## src/rtl/booth_seq_mult.sv

```systemverilog
// Iterative radix-4 Booth signed multiplier: one Booth digit retired per clock,
// with valid/ready handshakes, exact 2*WIDTH product and a rounded, saturated Q-format result.
module booth_seq_mult #(
  parameter int WIDTH = 8,
  parameter int FRAC  = 0
) (
  input  logic                      clk,
  input  logic                      rst,
  input  logic                      in_valid,
  output logic                      in_ready,
  input  logic signed [WIDTH-1:0]   a,
  input  logic signed [WIDTH-1:0]   b,
  output logic                      out_valid,
  input  logic                      out_ready,
  output logic signed [2*WIDTH-1:0] product,
  output logic signed [WIDTH-1:0]   q_result,
  output logic                      q_sat
);

  localparam int N     = WIDTH / 2;
  localparam int PW    = 2 * WIDTH;
  localparam int CNT_W = $clog2(N) + 1;

  localparam logic [1:0] S_IDLE = 2'd0;
  localparam logic [1:0] S_CALC = 2'd1;
  localparam logic [1:0] S_DONE = 2'd2;

  localparam logic [CNT_W-1:0]   LAST_DIGIT = CNT_W'(N - 1);
  localparam logic signed [PW:0] ONE        = {{PW{1'b0}}, 1'b1};
  localparam logic signed [PW:0] HALF       = (ONE << FRAC) >> 1;
  localparam logic signed [PW:0] Q_MAX      = (ONE << (WIDTH - 1)) - ONE;
  localparam logic signed [PW:0] Q_MIN      = -(ONE << (WIDTH - 1));

  // HALF is zero when FRAC = 0, so the same expression covers the unscaled case.
  function automatic logic signed [PW:0] round_q(input logic signed [PW-1:0] p);
    logic signed [PW:0] pe;
    pe = {p[PW-1], p};
    return (pe + HALF) >>> FRAC;
  endfunction

  function automatic logic [WIDTH:0] sat_q(input logic signed [PW:0] t);
    if (t > Q_MAX)      return {1'b1, Q_MAX[WIDTH-1:0]};
    else if (t < Q_MIN) return {1'b1, Q_MIN[WIDTH-1:0]};
    else                return {1'b0, t[WIDTH-1:0]};
  endfunction

  logic [1:0]              state;
  logic signed [WIDTH-1:0] a_r;
  logic [WIDTH:0]          b_sh;
  logic [CNT_W-1:0]        idx;
  logic signed [PW-1:0]    acc;

  logic signed [WIDTH+1:0] pp_mag;
  logic                    pp_neg;
  logic signed [PW-1:0]    pp_ext;
  logic signed [PW-1:0]    pp_shift;
  logic signed [PW-1:0]    addend;
  logic signed [PW-1:0]    cin;
  logic signed [PW-1:0]    acc_nxt;
  logic [CNT_W:0]          shamt;

  // b_sh[2:0] is always {b[2i+1], b[2i], b[2i-1]} for the current digit i.
  always_comb begin
    pp_mag = '0;
    pp_neg = 1'b0;
    unique case (b_sh[2:0])
      3'b001, 3'b010: pp_mag = {{2{a_r[WIDTH-1]}}, a_r};
      3'b011:         pp_mag = {a_r[WIDTH-1], a_r, 1'b0};
      3'b100: begin
        pp_mag = {a_r[WIDTH-1], a_r, 1'b0};
        pp_neg = 1'b1;
      end
      3'b101, 3'b110: begin
        pp_mag = {{2{a_r[WIDTH-1]}}, a_r};
        pp_neg = 1'b1;
      end
      default: begin
        pp_mag = '0;
        pp_neg = 1'b0;
      end
    endcase
    shamt    = {idx, 1'b0};
    pp_ext   = {{(PW-WIDTH-2){pp_mag[WIDTH+1]}}, pp_mag};
    pp_shift = pp_ext << shamt;
    // Negative digits: one's complement here, the +1 rides in as the carry-in.
    addend   = pp_neg ? ~pp_shift : pp_shift;
    cin      = {{(PW-1){1'b0}}, pp_neg};
    acc_nxt  = acc + addend + cin;
  end

  always_ff @(posedge clk) begin
    if (rst) begin
      state    <= S_IDLE;
      idx      <= '0;
      acc      <= '0;
      q_result <= '0;
      q_sat    <= 1'b0;
    end else begin
      unique case (state)
        S_IDLE: begin
          if (in_valid) begin
            a_r   <= a;
            b_sh  <= {b, 1'b0};
            acc   <= '0;
            idx   <= '0;
            state <= S_CALC;
          end
        end
        S_CALC: begin
          acc  <= acc_nxt;
          b_sh <= b_sh >> 2;
          idx  <= idx + 1'b1;
          if (idx == LAST_DIGIT) begin
            {q_sat, q_result} <= sat_q(round_q(acc_nxt));
            state             <= S_DONE;
          end
        end
        S_DONE: begin
          if (out_ready) state <= S_IDLE;
        end
        default: state <= S_IDLE;
      endcase
    end
  end

  assign in_ready  = (state == S_IDLE);
  assign out_valid = (state == S_DONE);
  assign product   = acc;

endmodule

```

## config.mk

```make
export PLATFORM = sky130hd
export DESIGN_NAME = booth_seq_mult
export DESIGN_NICKNAME = d
export VERILOG_FILES = /design/src/rtl/booth_seq_mult.sv
export SDC_FILE = /design/constraint.sdc
export NUM_CORES = 1
export LEC_CHECK = 0
export CAP_MARGIN = 0
export CORE_ASPECT_RATIO = 1.2
export CORE_MARGIN = 2
export CORE_UTILIZATION = 40
export CTS_BUF_LIST = sky130_fd_sc_hd__clkbuf_16
export DETAILED_ROUTE_END_ITERATION = 7
export SKIP_LAST_GASP = 1
export SYNTH_ARGS = -nofsm -noshare
export SYNTH_HDL_FRONTEND = slang
export SYNTH_SLANG_ARGS = --single-unit
```

## constraint.sdc

```tcl
create_clock -name clk -period 9.14 [get_ports clk]
set_input_delay 1.828 -clock clk [delete_from_list [all_inputs] [get_ports clk]]
set_output_delay 1.828 -clock clk [all_outputs]
set_load 0.005 [all_outputs]
```

Yosys cells after proc, flatten, opt, wreduce, memory -nomap -nowiden
Index checks and enable logic that the tools add are counted.

word-level totals
  bits in registers = 47
  bits of input ports = 20
  output and inout bits = 27
  logic and storage cells = 52

operators by class
  $add $sub $neg = 3
  $lt $le $gt $ge = 2
  equality and inequality tests = 12
  shifts and indexed selects = 1
  multiplexer cells = 15
  bitwise operators = 2
  reductions and logical operators = 10

operator list
  cell                                                          count
  2-to-1 mux 16 bit                                             2
  case mux 16 bit (2 select lines)                              1
  2-to-1 mux 9 bit                                              3
  case mux 10 bit (2 select lines)                              1
  case mux 9 bit (2 select lines)                               1
  adder 16 bit                                                  1
  adder 16 x 2 -> 16 bit                                        1
  > comparator 16 x 8 -> 1 bit (second input constant)          1
  less-than comparator 16 x 8 -> 1 bit (second input constant)  1
  NOT 16 bit                                                    1
  left shift 16 x 4 -> 16 bit                                   1
  == test 3 x 2 -> 1 bit (second input constant)                3
  == test 3 bit (second input constant)                         3
  AND reduction 3 bit                                           3
  2-to-1 mux 2 bit                                              3
  case mux 2 bit (3 select lines)                               1
  case mux 3 bit (2 select lines)                               1
  != test 2 bit (second input constant)                         2
  AND reduction 2 bit                                           2
  OR reduction 4 bit                                            1
  adder 3 x 1 -> 3 bit (second input constant)                  1
  == test 3 x 1 -> 1 bit (second input constant)                1
  2-to-1 mux 3 bit                                              1
  OR reduction 3 bit                                            1
  other kinds (8)                                               8

Logic depth before layout (Yosys ltp)
  depth in word-level cells = 11
  gate-level depth with buffers = 19
  gate-level depth less buffers = 19

Worst setup path after synthesis
OpenSTA, ideal clock, no wires.

  kind = register -> register
  start = register b_sh[0]
  end = register q_result[1]
  library setup time = 139 ps
  arrival = 3826 ps
  path slack = 5175 ps
  cell stages (with the launch flop) = 17
  period minus slack after synthesis = 3965 ps
  cells stage by stage = edfxtp_1 -> inv_1 -> ha_1 -> o31ai_4 -> clkbuf_1 -> xnor2_1 -> ha_1 -> buf_2 -> a21o_1 -> a211oi_1 -> a2bb2oi_1 -> o211ai_2 -> a31o_1 -> a21oi_2 -> xnor2_2 -> o41a_2 -> o32ai_2

between the ends
  longest elaborated chain between the ends = 11

ends and longest elaborated chain
  what                                                                       line  source
  from (decl)                                                                49    logic [WIDTH:0] b_sh;
  from (signal assigned)                                                     103   b_sh <= {b, 1'b0};
  from (signal assigned)                                                     111   b_sh <= b_sh >> 2;
  == test 3 bit (tied with other cells)                                      66    unique case (b_sh[2:0])
  OR reduction 4 bit (no line) / OR reduction 2 bit (equally long branches)  n/a
  case mux 10 bit (2 select lines)                                           66
  left shift 16 x 4 -> 16 bit                                                84    pp_shift = pp_ext << shamt;
  NOT 16 bit                                                                 86    addend = pp_neg ? ~pp_shift : pp_shift;
  2-to-1 mux 16 bit                                                          86
  adder 16 bit                                                               88    acc_nxt = acc + addend + cin;
  adder 16 x 2 -> 16 bit (*)                                                 88
  less-than comparator 16 x 8 -> 1 bit                                       43    else if (t < Q_MIN) return {1'b1, Q_MIN[WIDTH-1:0]};
  2-to-1 mux 9 bit                                                           43
  2-to-1 mux 9 bit (*)                                                       42    if (t > Q_MAX) return {1'b1, Q_MAX[WIDTH-1:0]};
  to (signal assigned)                                                       114   {q_sat, q_result} <= sat_q(round_q(acc_nxt));
  to (decl)                                                                  16    output logic signed [WIDTH-1:0] q_result,

Every way passes the cells marked *; elsewhere a longest branch is shown, timed or not.
A chain may end at the register's enable or synchronous reset.

Worst setup path in the final report
Ends and elaborated chain as after synthesis.

==> run metrics <==
xor and xnor area share after synthesis=7.93%; post-cts hold buffer count=0; PwrDens=190 nW/µm²; H-tree level count=2; unrepaired setup endpoints after global routing=no; P_int=493 µW; largest net degree at the start of global routing=40; number of cells upsized or downsized after cts=0; Syn Nets=414; Comb power frac=40.2%; antenna fix cells=0; Layout area overhead=20.9%; final setup fails=0; Slew HR=37.3%; asr flop ratio synth=0%; die span in x=86.9 µm; worst reg2reg path depth=18; Worst Setup End Kind=flip-flop; Via density=5.56; final cell utilization of the core=49.5%; Post-DP Area=3830 µm²; Clock Power Share=27.2%; Residual DRC=0; first-pass GRT wire length=13,100 µm; Synth Warn #=0; Reg-to-Reg End=q_result[1]; vias post-DR=2,803; GRT Residual Overflow=0; Die Y=103 µm; initial drt markers=73; main combinational cell family by area after synthesis=compound AO/OA/AOI/OAI gates; Worst EP required=9.34 ns; simple-gate portion of the synthesized area=18.0%; Mapped Area=3300 µm²; Total Wirelength=7790 µm; Netlist cell types=60; layout cells sized above 1=7.33%; post-DP HPWL=5870 µm; Synth Area in Compound Gates=24.7%; r2r startpoint=b_sh[0]; DIE AREA=8990 µm²; WS Path Type=flip-flop to flip-flop; Seq/Total Area, Yosys=33.7%; Initial Util=40.9%; max_cap viols=0; critical path launch point type=flip-flop; net switching power=264 µW; crit path launch=b_sh[0]; initial antenna violation count=0; most utilized layer in the global route result=met2; Setup Skew=0.00605 ns; clk slew on worst S/H paths=0.07 ns; Min-Delay Path Class=flip-flop to flip-flop; GR Util met3=2.54%; EDFF count, synth=17; Core Area=8060 µm²; clock buffer depth=2; wire per inst=15.5 µm; Peak supply drop=0.101 mV; Tmin final=4.60 ns; Final Hold Vio Count=0; crit path capture=q_result[1]; Final ANT Viol Nets=0; run status=finished clean; Sw Share=34.8%; post-route cell area=3990 µm²; M2 GR Usage=35.2%; Final period util=50.3%; adder-cell share of the synthesized area=8.57%; Sink Count=47; Slew Limit Fails=0; Syn Inst Count=372; Final nets=450; Port Buffers=46; setup TNS=0 ns; vias in the first global route=2,782; Skew-Pair Late Insertion Delay=0.29 ns; CTS tree=done; Leakage=0.00158 µW; GR Util met1=20.8%; router iterations before antenna repair=4; most frequent cells in the layout=54 x nor2_1, 46 x clkdlybuf4s50_1, 42 x nand2_1; Num CTS Buffers=5; Root Driver=clkbuf_16; Post-CTS Setup Inserts=0; Rows=36; syn avg cell area=8.87 µm²; GRT Overall Usage=18.5%; CP max FO=12; Synth Register Bits=47; # fillers=768; Placer Congestion=0.896; Ports=47; sequential share of power=32.6%; max frequency=217 MHz; commonest non-fill, non-tap cell in the layout=nor2_1; worst slew pin tran=0.938 ns; Post-synth top flop=dfxtp_1; CP arrival=4.80 ns; Worst R2R Setup Slack=4.54 ns; multiplexer share of the synthesized area=3.38%
## power groups by stage
stage | clock network [µW] | logic (µW) | registers, µW
floorplan | 0 | 225 | 248
finish | 206 | 304 | 247
CTS | 213 | 305 | 247
global placement | 0 | 300 | 251
detailed placement | 0 | 303 | 252
global route | 220 | 338 | 249
## cell usage after synthesis (2+ instances only)
cell type,number,area [µm²]
nand2b_1,4,25.0
mux2i_1,10,100
o21bai_1,3,22.5
nand2_1,42,158
o32ai_2,7,114
o21a_1,4,30.0
o21ai_1,3,15.0
nand3b_1,3,22.5
o21ai_0,6,30.0
xnor2_1,20,175
inv_1,11,41.3
edfxtp_1,17,510
a21o_1,5,37.5
a22oi_1,21,158
or3_1,3,18.8
nor2b_1,4,25.0
xor2_1,8,70.1
a211oi_1,7,52.6
nor3_1,2,10.0
a21oi_2,2,17.5
nand3_1,6,30.0
o211ai_1,3,22.5
and2_1,5,31.3
a21oi_1,19,95.1
ha_1,21,263
clkbuf_1,15,56.3
a32oi_1,2,17.5
nor2_1,54,203
o31ai_4,2,42.5
dfxtp_1,30,601
buf_2,4,20.0
## critical path, cell delays in order, from the launching register on
cell,delay [ns]
edfxtp_1,0.38
inv_1,0.08
ha_1,0.24
mux2_2,0.35
a22oi_1,0.32
mux2i_1,0.21
mux2i_1,0.21
nor2_1,0.07
xnor2_1,0.17
ha_1,0.46
o21a_1,0.23
o21ai_0,0.14
a31oi_1,0.08
o211ai_1,0.31
o21bai_1,0.10
a21o_1,0.21
xnor2_1,0.14
o41a_2,0.62
o32ai_2,0.16
## per-stage QoR
step	hold WS, ns	total power (µW)	instances	setup slack (ns)
after global routing	0.499	806	504	4.29
final	0.466	757	504	4.54
after CTS	0.471	764	504	4.56
after global placement	0.449	551	496	4.61
after detailed placement	0.461	555	496	4.60
after floorplan	0.453	473	372	5.17
## cell families after synthesis
family                   count (synthesis)
AND/OR/NAND/NOR                        132
AO/OA/AOI/OAI                           99
flip-flops                              47
buffers and inverters                   32
XOR/XNOR                                29
adder cells (fa/ha/maj)                 22
multiplexers                            11
## state kept, by name, indices dropped and copies added, names as in the netlist
signal,flops
idx,3
q_sat,1
state,2
q_result,8
product,16
b_sh,9
a_r,8
## how the worst min path moves through the flow
stage,start,endpoint,cells past startpoint
final,q_result[7],q_result[7],2
after global routing,q_result[7],q_result[7],2
after CTS,q_result[7],q_result[7],2
after detailed placement,q_result[7],q_result[7],2
after global placement,q_result[7],q_result[7],2
after floorplan,q_result[7],q_result[7],2
## layout make-up
class                   instances  area [µm²]  share of cell area [%]
multi-input cells             293        2070                    51.9
flip-flops and latches         47        1110                    27.8
repair buffers                 49         483                    12.1
clock buffers                   5         125                    3.14
well taps                      95         119                    2.98
inverters                      12        45.0                    1.13
clock inverters                 3        37.5                   0.941
## layer usage
metal  part of all wire, %  up-vias
met5                     0        -
met4                   1.5        0
met3                   3.2        9
met2                    54       61
met1                    41     1325
li1                      -     1408
Power figures use the tool's default switching activity.
==> variant, RTL diff (same settings) <==
`WIDTH`: 8 -> 16.
--- a/src/rtl/booth_seq_mult.sv
+++ b/src/rtl/booth_seq_mult.sv
@@ -3,3 +3,3 @@
 module booth_seq_mult #(
-  parameter int WIDTH = 8,
+  parameter int WIDTH = 16,
   parameter int FRAC  = 0
Ports: changed (resized a, b, product and q_result); port bits go from 47 to 87. The function was not compared with the original's and may differ.
==> variant against the unedited design <==
- wire length up 140%
- via count up 120%
- sequential cell count up 41
- first-iteration DRC count rose to 5.2 times the old value
- synthesized area up 100%
- synthesized cell count up 120%
- final cell count up 110%
- power up 95%
- design area up 99%
- setup slack worse by 2.0 ns
- core utilization down 0.49 points
- critical path type unchanged
- largest cell class unchanged
==> variant: results (changes against the unedited design) <==
Synth
  – Netlist cell types: 70 (was 60)
  – Post-synth EDFFs: 33 (was 17)
  – Leading post-synthesis cells by cell area: dfxtp_1 17%, edfxtp_1 15%, ha_1 6.6%, nor2_1 6.0%, nand2_1 5.7% (was dfxtp_1 18%, edfxtp_1 15%, ha_1 8.0%, nor2_1 6.1%, xnor2_1 5.3%)
  – Most frequent cells after synthesis: 106 x nor2_1, 101 x nand2_1, 66 x a21oi_1, 55 x dfxtp_1, 39 x a22oi_1 (was 54 x nor2_1, 42 x nand2_1, 30 x dfxtp_1, 21 x a22oi_1, 21 x ha_1)
  – Syn Nets: 874 (was 414)
  – Sequential area share after synthesis: 31.6% (was 33.7%)

Timing
  – Clk_skew: 0.0118 ns (was 0.00605 ns)
  – Worst slew margin: 20.8% (was 37.3%)

Placement
  – Dpl hpwl: 14,400 um (was 5870 um)
  – Dpl cells: 1,058 (was 496)
  – Dpl ws: 2.64 ns (was 4.60 ns)
  – RePlAce Congestion: 0.913 (was 0.896)

Routing
  – DR WL met2: 9320 um (was 4220 um)
  – Via count: 6,033 (was 2,803)
  – Routed WL per cell: 17.6 um (was 15.5 um)
  – Starting DRT DRC Count: 379 (was 73)
  – Met3 wire len: 699 um (was 250 um)
  – Pre-antenna DRT Iters: 5 (was 4)
  – WL met1: 8230 um (was 3200 um)
  – WL final: 18,900 um (was 7790 um)

Finish
  – Layout cell share with drive strength beyond 1: 7.89% (was 7.33%)
  – Largest register FFs: 32 (was 16)
  – Fin nets: 929 (was 450)

Pwr
  – Leak: 3.09 nW (was 1.58 nW)
  – Internal: 909 uW (was 493 uW)

CTS
  – CTS Buf Count: 9 (was 5)
  – Clock Latency Late Sink: 0.36 ns (was 0.29 ns)
  – H-tree level count: 3 (was 2)
  – Clock Tree Root: clkbuf_16 (unchanged)

GRT
  – First-pass GRT wire length: 30,000 um (was 13,100 um)
  – Met1 Usage GRT: 26.9% (was 20.8%)
  – Number of global-route vias before repair: 5,714 (was 2,782)
  – Global-route usage over all layers: 21.7% (was 18.5%)
  – Global-route met2 utilization: 36.7% (was 35.2%)
  – Largest net degree at the start of global routing: 58 (was 40)

Setup path
  – Worst Path Max Fanout: 20 (was 12)
  – Worst path arrival time: 6.89 ns (was 4.80 ns)

Outcome
  – Status: completed (unchanged)
## variant: worst max-delay path, cell delays in order, from the launching register on
cell and delay [ns]:
edfxtp_1 0.38, inv_1 0.08, ha_1 0.62, a22oi_1 0.23, nor2b_1 0.18, a211oi_1 0.52, nor2_1 0.08, a21o_1 0.19
nor2_1 0.12, xnor2_1 0.12, ha_1 0.42, nand2_1 0.09, o21ai_0 0.59, a211oi_1 0.13, a21oi_2 0.43, a21oi_1 0.16
xnor2_1 0.38, nand4b_1 0.15, or4_4 0.52, o31ai_4 0.69, nand2_1 0.19, a211oi_2 0.25
## variant: worst paths after layout
check	cells past startpoint	end	slack, ns	start
hold reg to reg	2	q_result[15]$_SDFFE_PP0P_	0.47	q_result[15]$_SDFFE_PP0P_
setup / recovery	21	q_result[4]$_SDFFE_PP0P_	2.53	b_sh[0]$_SDFFCE_PN0P_
setup reg to reg	21	q_result[4]$_SDFFE_PP0P_	2.53	b_sh[0]$_SDFFCE_PN0P_
hold / removal	2	q_result[15]$_SDFFE_PP0P_	0.47	q_result[15]$_SDFFE_PP0P_
## variant: logic make-up after synthesis
family | synth area share [%]
buffers and inverters | 3.84
XOR/XNOR | 7.41
AND/OR/NAND/NOR | 20.2
adder cells (fa/ha/maj) | 6.92
AO/OA/AOI/OAI | 25.4
multiplexers | 4.59
flip-flops | 31.6
## variant: power groups by stage
stage                     registers (mW)  logic (mW)  clock network, mW
after floorplan                    0.460       0.439                  0
after global placement             0.463       0.617                  0
after detailed placement           0.464       0.616                  0
after CTS                          0.455       0.620              0.411
after global routing               0.458       0.690              0.423
final                              0.455       0.623              0.399
## variant: final cells by class
class,count,area (sq um)
repair buffers,94,916
clock inverters,6,68.8
well taps,212,265
fillers,1637,8270
multi-input cells,651,4300
clock buffers,10,250
inverters,13,48.8
flip-flops and latches,88,2090
